## src/rtl/dot_product_host_sequencer.sv

```systemverilog
// dot_product_host_sequencer
// Host-side initiator for the dot-product subsystem. It takes operand pairs
// from a valid/ready stream and writes them into the input memories. It then
// pulses start_reading and waits for both the reader and the writer to report
// done. Finally it reads the result bytes back and emits them LSB first on a
// valid/ready byte stream.
//
// Ports:
//   clk, rst                       clock, synchronous active-high reset
//   in_valid/in_ready/in_a/in_b    operand pair stream (input)
//   write_en/write_addr/data_a/b   input-memory write port
//   start_reading                  one-cycle job start pulse
//   reading_done/writer_done       phase completion (pulse or level)
//   read_en/read_addr/result_out   output-memory read port (1-cycle latency)
//   out_valid/out_ready/out_data   result byte stream, out_last on final byte
//   busy                           high whenever not IDLE
//   error                          sticky timeout flag, cleared only by rst
module dot_product_host_sequencer #(
    parameter int unsigned DATA_WIDTH      = 8,
    parameter int unsigned VECTOR_WIDTH    = 4,
    parameter int unsigned ADDR_WIDTH      = 5,
    parameter int unsigned MEM3_ADDR_WIDTH = 4,
    parameter int unsigned RESULT_BYTES    = 3,
    parameter int unsigned TIMEOUT_CYCLES  = 1024
) (
    input  logic                       clk,
    input  logic                       rst,
    input  logic                       in_valid,
    output logic                       in_ready,
    input  logic [DATA_WIDTH-1:0]      in_a,
    input  logic [DATA_WIDTH-1:0]      in_b,
    output logic                       write_en,
    output logic [ADDR_WIDTH-1:0]      write_addr,
    output logic [DATA_WIDTH-1:0]      data_a,
    output logic [DATA_WIDTH-1:0]      data_b,
    output logic                       start_reading,
    input  logic                       reading_done,
    input  logic                       writer_done,
    output logic                       read_en,
    output logic [MEM3_ADDR_WIDTH-1:0] read_addr,
    input  logic [DATA_WIDTH-1:0]      result_out,
    output logic                       out_valid,
    input  logic                       out_ready,
    output logic [DATA_WIDTH-1:0]      out_data,
    output logic                       out_last,
    output logic                       busy,
    output logic                       error
);

    localparam int unsigned PAIR_W = $clog2(VECTOR_WIDTH + 1);
    localparam int unsigned BYTE_W = $clog2(RESULT_BYTES + 1);
    localparam int unsigned TMR_W  = $clog2(TIMEOUT_CYCLES + 1);

    // CAPTURE is the cycle result_out is valid after a read_en; EMIT holds
    // the registered byte until the downstream handshake.
    typedef enum logic [2:0] {
        S_IDLE,
        S_LOAD,
        S_START,
        S_WAIT_DONE,
        S_READ,
        S_CAPTURE,
        S_EMIT,
        S_ERROR
    } state_t;

    state_t state_q, state_d;

    logic [PAIR_W-1:0] pair_cnt_q, pair_cnt_d;
    logic [BYTE_W-1:0] byte_idx_q, byte_idx_d;
    logic [TMR_W-1:0]  timer_q, timer_d;
    logic              rd_seen_q, rd_seen_d;
    logic              wr_seen_q, wr_seen_d;

    logic                       in_ready_d;
    logic                       write_en_d;
    logic [ADDR_WIDTH-1:0]      write_addr_d;
    logic [DATA_WIDTH-1:0]      data_a_d;
    logic [DATA_WIDTH-1:0]      data_b_d;
    logic                       start_reading_d;
    logic                       read_en_d;
    logic [MEM3_ADDR_WIDTH-1:0] read_addr_d;
    logic                       out_valid_d;
    logic [DATA_WIDTH-1:0]      out_data_d;
    logic                       out_last_d;
    logic                       busy_d;
    logic                       error_d;

    logic accept_c;
    logic rd_now_c;
    logic wr_now_c;
    logic last_byte_c;

    assign accept_c    = in_valid & in_ready;
    assign rd_now_c    = rd_seen_q | reading_done;
    assign wr_now_c    = wr_seen_q | writer_done;
    assign last_byte_c = (byte_idx_q == BYTE_W'(RESULT_BYTES - 1));

    // State, counters and all output registers
    always_ff @(posedge clk) begin
        if (rst) begin
            state_q       <= S_IDLE;
            pair_cnt_q    <= '0;
            byte_idx_q    <= '0;
            timer_q       <= '0;
            rd_seen_q     <= 1'b0;
            wr_seen_q     <= 1'b0;
            in_ready      <= 1'b1;
            write_en      <= 1'b0;
            write_addr    <= '0;
            data_a        <= '0;
            data_b        <= '0;
            start_reading <= 1'b0;
            read_en       <= 1'b0;
            read_addr     <= '0;
            out_valid     <= 1'b0;
            out_data      <= '0;
            out_last      <= 1'b0;
            busy          <= 1'b0;
            error         <= 1'b0;
        end else begin
            state_q       <= state_d;
            pair_cnt_q    <= pair_cnt_d;
            byte_idx_q    <= byte_idx_d;
            timer_q       <= timer_d;
            rd_seen_q     <= rd_seen_d;
            wr_seen_q     <= wr_seen_d;
            in_ready      <= in_ready_d;
            write_en      <= write_en_d;
            write_addr    <= write_addr_d;
            data_a        <= data_a_d;
            data_b        <= data_b_d;
            start_reading <= start_reading_d;
            read_en       <= read_en_d;
            read_addr     <= read_addr_d;
            out_valid     <= out_valid_d;
            out_data      <= out_data_d;
            out_last      <= out_last_d;
            busy          <= busy_d;
            error         <= error_d;
        end
    end

    // Next state and next output values
    always_comb begin
        state_d         = state_q;
        pair_cnt_d      = pair_cnt_q;
        byte_idx_d      = byte_idx_q;
        timer_d         = timer_q;
        rd_seen_d       = rd_seen_q;
        wr_seen_d       = wr_seen_q;
        in_ready_d      = in_ready;
        write_en_d      = 1'b0;
        write_addr_d    = write_addr;
        data_a_d        = data_a;
        data_b_d        = data_b;
        start_reading_d = 1'b0;
        read_en_d       = 1'b0;
        read_addr_d     = read_addr;
        out_valid_d     = out_valid;
        out_data_d      = out_data;
        out_last_d      = out_last;
        error_d         = error;

        case (state_q)
            S_IDLE, S_LOAD: begin
                if (pair_cnt_q == PAIR_W'(VECTOR_WIDTH)) begin
                    // Last write is on the bus this cycle; start follows it
                    pair_cnt_d      = '0;
                    start_reading_d = 1'b1;
                    state_d         = S_START;
                end else if (accept_c) begin
                    write_en_d   = 1'b1;
                    write_addr_d = ADDR_WIDTH'(pair_cnt_q);
                    data_a_d     = in_a;
                    data_b_d     = in_b;
                    pair_cnt_d   = pair_cnt_q + PAIR_W'(1);
                    state_d      = S_LOAD;
                    if (pair_cnt_q == PAIR_W'(VECTOR_WIDTH - 1)) begin
                        in_ready_d = 1'b0;
                    end
                end
            end

            S_START: begin
                rd_seen_d = 1'b0;
                wr_seen_d = 1'b0;
                timer_d   = '0;
                state_d   = S_WAIT_DONE;
            end

            S_WAIT_DONE: begin
                rd_seen_d = rd_now_c;
                wr_seen_d = wr_now_c;
                if (rd_now_c && wr_now_c) begin
                    byte_idx_d  = '0;
                    read_en_d   = 1'b1;
                    read_addr_d = '0;
                    state_d     = S_READ;
                end else if (timer_q == TMR_W'(TIMEOUT_CYCLES - 1)) begin
                    error_d = 1'b1;
                    state_d = S_ERROR;
                end else begin
                    timer_d = timer_q + TMR_W'(1);
                end
            end

            S_READ: begin
                state_d = S_CAPTURE;
            end

            S_CAPTURE: begin
                out_valid_d = 1'b1;
                out_data_d  = result_out;
                out_last_d  = last_byte_c;
                state_d     = S_EMIT;
            end

            S_EMIT: begin
                if (out_ready) begin
                    out_valid_d = 1'b0;
                    out_last_d  = 1'b0;
                    if (last_byte_c) begin
                        byte_idx_d = '0;
                        in_ready_d = 1'b1;
                        state_d    = S_IDLE;
                    end else begin
                        byte_idx_d  = byte_idx_q + BYTE_W'(1);
                        read_en_d   = 1'b1;
                        read_addr_d = MEM3_ADDR_WIDTH'(byte_idx_q + BYTE_W'(1));
                        state_d     = S_READ;
                    end
                end
            end

            S_ERROR: begin
                state_d = S_ERROR;
            end

            default: begin
                state_d = S_IDLE;
            end
        endcase

        busy_d = (state_d != S_IDLE);
    end

endmodule
```

## config.mk

```make
export PLATFORM = sky130hd
export DESIGN_NAME = dot_product_host_sequencer
export DESIGN_NICKNAME = d
export VERILOG_FILES = /design/src/rtl/dot_product_host_sequencer.sv
export SDC_FILE = /design/constraint.sdc
export NUM_CORES = 1
export LEC_CHECK = 0
export CAP_MARGIN = 20
export CELL_PAD_IN_SITES_DETAIL_PLACEMENT = 0
export CELL_PAD_IN_SITES_GLOBAL_PLACEMENT = 2
export CORE_UTILIZATION = 25
export DETAILED_ROUTE_END_ITERATION = 12
export PLACE_DENSITY = 0.87
export SYNTH_ARGS = -nofsm -noshare
export SYNTH_HDL_FRONTEND = slang
export SYNTH_SLANG_ARGS = --single-unit
```

## constraint.sdc

```tcl
create_clock -name clk -period 1.5 [get_ports clk]
set_clock_uncertainty 0.1 [all_clocks]
set_input_delay 0.3 -clock clk [delete_from_list [all_inputs] [get_ports clk]]
set_output_delay 0.3 -clock clk [all_outputs]
set_load 0.02 [all_outputs]
```

==> results of run 1 <==
## cells in the mapped netlist (all sizes together)
cell | n | area (sq um)
xnor2 | 9 | 78.8
nand4b | 2 | 23.8
a32o | 1 | 10.0
a211oi | 3 | 27.5
nand2 | 74 | 278
buf | 11 | 72.6
nor3 | 3 | 15.0
o22ai | 2 | 18.8
a2111oi | 3 | 32.5
dfxtp | 59 | 1180
nand4 | 5 | 46.3
nand3 | 10 | 55.1
o21bai | 1 | 7.51
o22a | 1 | 8.76
conb | 1 | 3.75
a221o | 1 | 10.0
nand2b | 3 | 18.8
nor2b | 2 | 12.5
and2 | 2 | 12.5
nor4 | 1 | 12.5
a22oi | 4 | 30.0
nor2 | 27 | 109
or3 | 1 | 6.26
a31oi | 3 | 18.8
inv | 7 | 26.3
o41ai | 1 | 27.5
or2 | 1 | 6.26
a21oi | 44 | 231
ha | 8 | 100
and4 | 1 | 8.76
nor4b | 1 | 15.0
nor3b | 2 | 15.0
clkbuf | 9 | 33.8
o21ai | 2 | 13.8
## logic make-up (layout without fill, tap and decap cells)
family                   count (synthesis)  count (layout)
adder cells (fa/ha/maj)                  8               8
other                                    1               3
AND/OR/NAND/NOR                        135             135
buffers and inverters                   27             163
XOR/XNOR                                 9               9
flip-flops                              59              59
AO/OA/AOI/OAI                           66              66
## cell type report
class / instances / area, sq um
timing repair buffer: 140 / 1310
tap: 133 / 166
multi-input combinational: 221 / 1660
fill: 957 / 5250
clock buffer: 12 / 165
sequential: 59 / 1200
inverter: 7 / 26.3
clock inverter: 4 / 95.1
## flip-flops by register name, summed over array words and instances (netlist names)
| register | count |
|---|---|
| out_data | 8 |
| read_addr | 3 |
| state_q | 3 |
| pair_cnt_q | 3 |
| read_en | 1 |
| out_valid | 1 |
| rd_seen_q | 1 |
| byte_idx_q | 2 |
| start_reading | 1 |
| timer_q | 11 |
| write_en | 1 |
| data_a | 8 |
| in_ready | 1 |
| write_addr | 3 |
| wr_seen_q | 1 |
| error | 1 |
| out_last | 1 |
| data_b | 8 |
| busy | 1 |
## worst paths after layout
path                             from                         end
max             state_q[1]$_SDFF_PP0_             busy$_SDFF_PP0_
min                               rst  pair_cnt_q[2]$_SDFFE_PP0P_
max reg2reg     state_q[1]$_SDFF_PP0_             busy$_SDFF_PP0_
min reg2reg  out_data[3]$_SDFFE_PP0P_    out_data[3]$_SDFFE_PP0P_
## repair_timing
item,CTS,global route
setup endpoints to repair,89,52
buffers inserted,7,8
cloned,2,4
resized for setup,61,90
pin swaps,21,59
## report_power, final
| part | switching, W | internal [W] |
|---|---|---|
| logic | 0.000315 | 0.000306 |
| registers | 0.0000235 | 0.00161 |
| clock network | 0.000648 | 0.00124 |
| total | 0.000986 | 0.00315 |
## per-stage QoR
stage	setup TNS, ns	hold WS [ns]	setup WS (ns)	utilization
2_1_floorplan	-0.0218	0.287	-0.0129	-
3_3_place_gp	-11.81	0.343	-0.538	0.381
3_5_place_dp	-12.49	0.348	-0.568	0.381
4_1_cts	-2.12	0.159	-0.126	0.420
5_1_grt	-5.32	0.185	-0.201	0.468
6_report	-2.27	0.161	-0.132	0.468
## metal layers
metal / GRT usage / share of wire
met5: 0 / 0
met1: 0.181 / 0.47
met3: 0.0423 / 0.051
met4: 0.0802 / 0.024
met2: 0.213 / 0.45
## cell usage in the layout, fill, tap and decap left out, types with 12 or more instances in the layout
cell / count
sky130_fd_sc_hd__clkdlybuf4s50_1: 26
sky130_fd_sc_hd__nand2_1: 57
sky130_fd_sc_hd__clkbuf_8: 12
sky130_fd_sc_hd__nor2_1: 22
sky130_fd_sc_hd__nand2_4: 14
sky130_fd_sc_hd__dlygate4sd2_1: 40
sky130_fd_sc_hd__buf_4: 59
sky130_fd_sc_hd__dfxtp_1: 46
sky130_fd_sc_hd__a21oi_2: 24
sky130_fd_sc_hd__a21oi_1: 18
==> metrics.txt, run 1 <==
Seq/Total Area, Yosys 0.460; Cell Area, Synth 0.00257 sq mm; number of cells on the worst reg-to-reg path 7; Reg clk slew, reported paths approximately 0.06 ns; buffering stage count on the worst path with inverters included 2; # IOs slightly above 70; Max stage delay cell, worst path sky130_fd_sc_hd__dfxtp_4; Period Utilization, post-route 1.09; post-synthesis xor/xnor area fraction 0.0307; adder-cell share of the synthesized area 0.0390; flop and latch count out of synthesis 59; total stage count of the critical path 7; final worst path period need 1.63 ns; total number of vias around 2600; r2r setup slk -0.13 ns; Antenna Cells 0; yosys warns 0; critical path start-end classification reg -> reg; starting density of the core 0.260; Final ANT Viol Nets 0; first-pass iteration count of the detailed router 4; total global routing overflow 0; core footprint roughly 0.0099 sq mm; TritonCTS clock tree yes; failing checks negative setup slack; Die Height roughly 100 um; initial antenna violation count 0; largest net degree at the start of global routing 24; Final HPWL DP around 4800 um; Starting DRT DRC Count just over 60; synthesis-to-layout area growth 79.9%; Syn Inst Count 305; average detailed-routed wire length per instance about 14 um; post-route worst setup slack -0.132 ns; Final Instance Count excl. Fillers 576; fraction of layout instances using a drive strength above 1 0.409; number of cells after detailed placement 541; upper clock frequency limit a little over 600 MHz; compound-cell area share of the yosys netlist 0.170; final instance area between 0.004 and 0.005 sq mm; deepest level of the CTS H-tree 3; insertion delay of the later-clocked pin in the worst-skew pair 0.34 ns; Cells on Worst Hold Path 2; number of failing setup endpoints in the final timing report 32; gr usage total 0.142; P per Cell Area roughly 900 mW/mm^2; maximum buffer depth of the clock tree 2; Final Routed Wirelength slightly below 8000 um; first-pass GRT wire length roughly 11000 um; peak per-stage delay on the critical path approximately 0.37 ns; max-slew violation total from the final report 0; via count of the first global-routing pass approximately 2400; CTS root buffer sky130_fd_sc_hd__clkbuf_8; total power after layout approximately 0.0041 W; Die Wd between 100 and 150 um; mux share of post-synthesis cell area 0; RSZ-0062 raised after global routing true; kind of cell adding the most delay to the critical path simple AND/OR/NAND/NOR gates; leakage power ~2 nW; outcome finished with violations; Avg Vias per Cell roughly 4.5; total die area around 0.011 sq mm; number of distinct library cells after synthesis 46; peak fanout along the critical path 7; Hold Fails Final Rpt 0; clk sink count 59; series of cell instances along the critical path buf_12 -> nor2_4 -> buf_4 -> nand2_1 -> nand3_1 -> o22ai_1 -> or3_1; standard cell area after detailed placement approximately 0.0038 sq mm; final routed DRC violation total 0; post-synthesis simple-gate area fraction 0.247; hold buffers post-CTS 0; data required time of the critical path about 1.6 ns; data arrival time at the worst-slack endpoint ~1.8 ns; dominant combinational cell family by area after synthesis simple AND/OR/NAND/NOR gates; mean instance size in the synthesized netlist roughly 8.4 sq um; Min-Delay Path Class in -> reg; num rows 36; category of the worst setup path launch point register; PortBufs 67; number of nets in the layout around 480; Routability Congestion ~0.75; Crit. End Element register; CTS buffer count 9; IR Drop Worst-Case VDD around 0.35 mV; count of maximum capacitance violations 0
(Power assumes the default switching activity.)
==> run 2, diff against run 1 <==
CORE_UTILIZATION = 32   (was 25)
DONT_BUFFER_PORTS = 1   (was unset)
PLACE_DENSITY = 0.85   (was 0.87)
==> run 2 against run 1 <==
Flip-flop and latch count unchanged. The run ends with negative hold slack, negative setup slack left. Maximum frequency increased by 0.82%. Cell count decreased by 18%. Critical endpoint is now in_ready$_SDFFE_PP1P_. Register-to-register slack about the same. Sequential power increased by 3%. Largest power group is now registers. Clock-buffer cell count decreased by 2.
==> metrics.txt, run 2 (synthesis gave the netlist of run 1 again) <==
outcome finished with violations; failing checks negative hold slack, negative setup slack; switching share of total power 0.249; gr usage total 0.151; synthesis-to-layout area growth 43.8%; category of the worst setup path launch point register; final routed DRC violation total 0; leakage power about 1.4 nW; peak fanout along the critical path 5; total die area approximately 0.0084 sq mm; Final HPWL DP 4130 um; deepest level of the CTS H-tree 3; TritonCTS clock tree yes; Routability Congestion ~0.74; maximum buffer depth of the clock tree 2; standard cell area after detailed placement a little over 0.003 sq mm; Final Instance Count excl. Fillers about 470; CTS root buffer sky130_fd_sc_hd__clkbuf_8; data required time of the critical path between 1.5 and 2 ns; Hold Fails Final Rpt 45; Die Wd roughly 92 um; clk sink count 59; IR Drop Worst-Case VDD ~0.57 mV; P per Cell Area 990 mW/mm^2; Period Utilization, post-route 1.08; final instance area roughly 0.0037 sq mm; total power after layout 0.00365 W; Starting DRT DRC Count between 70 and 80; via count of the first global-routing pass between 2000 and 2500; average detailed-routed wire length per instance between 10 and 15 um; final worst path period need about 1.6 ns; first-pass GRT wire length 9960 um; upper clock frequency limit around 620 MHz; commonest non-fill, non-tap cells in the layout sky130_fd_sc_hd__nand2_1 (58), sky130_fd_sc_hd__buf_4 (53), sky130_fd_sc_hd__dfxtp_1 (47); Avg Vias per Cell roughly 4.8; final core utilization 0.478; core footprint 0.00773 sq mm; post-route worst setup slack -0.119 ns; r2r setup slk -0.12 ns; largest net degree at the start of global routing slightly above 50; insertion delay of the later-clocked pin in the worst-skew pair between 0.3 and 0.4 ns; number of cells after detailed placement about 440; logic gate share of total power 0.090; fraction of layout instances using a drive strength above 1 0.422; RSZ-0062 raised after global routing true; total number of vias 2263; data arrival time at the worst-slack endpoint ~1.7 ns; most flop-heavy register timer_q; num rows 32; first-pass iteration count of the detailed router 4; net switching power ~0.00091 W; Reg clk slew, reported paths 0.08 ns; max FFs per register 11; fraction of power consumed by the clock network 0.449; total global routing overflow 0; Sequential Power Share 0.461; critical path start-end classification reg -> reg; PortBufs 0; Die Height around 90 um; Min-Delay Path Class in -> reg; starting density of the core 0.332; most common cell after layout, fill and taps aside sky130_fd_sc_hd__nand2_1; Final ANT Viol Nets 0; CTS buffer count 9; number of failing setup endpoints in the final timing report 33; worst hold slack across all endpoints -0.0893 ns; Antenna Cells 0; number of nets in the layout 403; hold buffers post-CTS 1; max-slew violation total from the final report 0; initial antenna violation count 0; # IOs between 70 and 80; internal portion of total power ~0.0027 W; Final Routed Wirelength about 6500 um; count of maximum capacitance violations 0; Crit. End Element register
-- run 2: worst paths after layout --
kind,endpoint,from,cells after the start
min reg2reg,wr_seen_q$_SDFFE_PP0P_,wr_seen_q$_SDFFE_PP0P_,2
min,timer_q[0]$_SDFFE_PP0P_,rst,1
max,in_ready$_SDFFE_PP1P_,state_q[1]$_SDFF_PP0_,7
max reg2reg,in_ready$_SDFFE_PP1P_,state_q[1]$_SDFF_PP0_,7
-- run 2: power groups by stage --
stage | clock, W | sequential (W) | combinational [W]
detailed placement | 0 | 0.00172 | 0.000225
floorplan | 0 | 0.00171 | 0.000174
global route | 0.00175 | 0.00169 | 0.000360
finish | 0.00164 | 0.00168 | 0.000328
global placement | 0 | 0.00172 | 0.000219
CTS | 0.00169 | 0.00169 | 0.000253
-- run 2: per-stage QoR --
step	setup TNS [ns]	setup slack [ns]
3_3_place_gp	-0.413	-0.0539
4_1_cts	-0.749	-0.101
2_1_floorplan	-0.0218	-0.0129
5_1_grt	-5.30	-0.223
3_5_place_dp	-1.01	-0.0890
6_report	-2.20	-0.119
-- run 2: worst max-delay path: stages (launching register included) --
cell and delay, ns:
sky130_fd_sc_hd__dfxtp_4 0.35, sky130_fd_sc_hd__buf_6 0.12, sky130_fd_sc_hd__nor2_4 0.16, sky130_fd_sc_hd__buf_6 0.12, sky130_fd_sc_hd__nand3_4 0.08, sky130_fd_sc_hd__a21oi_4 0.23
sky130_fd_sc_hd__nand2_2 0.07, sky130_fd_sc_hd__a221o_1 0.29
-- run 2: final cells by class --
type | instances | area, sq um
inverters | 7 | 26.3
clock buffers | 10 | 138
repair buffers | 67 | 554
well taps | 102 | 128
flip-flops and latches | 59 | 1200
multi-input cells | 221 | 1550
clock inverters | 6 | 88.8
fillers | 738 | 4040
-- run 2: timing repair --
item,in CTS,in global routing
gates resized for setup,20,66
endpoints found under the hold margin,47,46
setup buffers,1,6
endpoints found under the setup margin,44,45
gates cloned,1,4
pin swaps,11,26
-- run 2: per-layer routing --
layer  track usage  part of all wire  vias up  wire length (um)
li1              -                 -     1156                 -
met1         0.189              0.46     1055              3000
met2         0.231              0.47       48              3050
met3        0.0570             0.062        4               405
met4        0.0675            0.0072        0                47
met5             0                 0        -                 0
==> run 3, diff against run 2 <==
CTS_CLUSTER_DIAMETER = 150   (was unset)
==> results of run 3 <==
The final DEF is identical to that of run 2; final timing and power are the same.
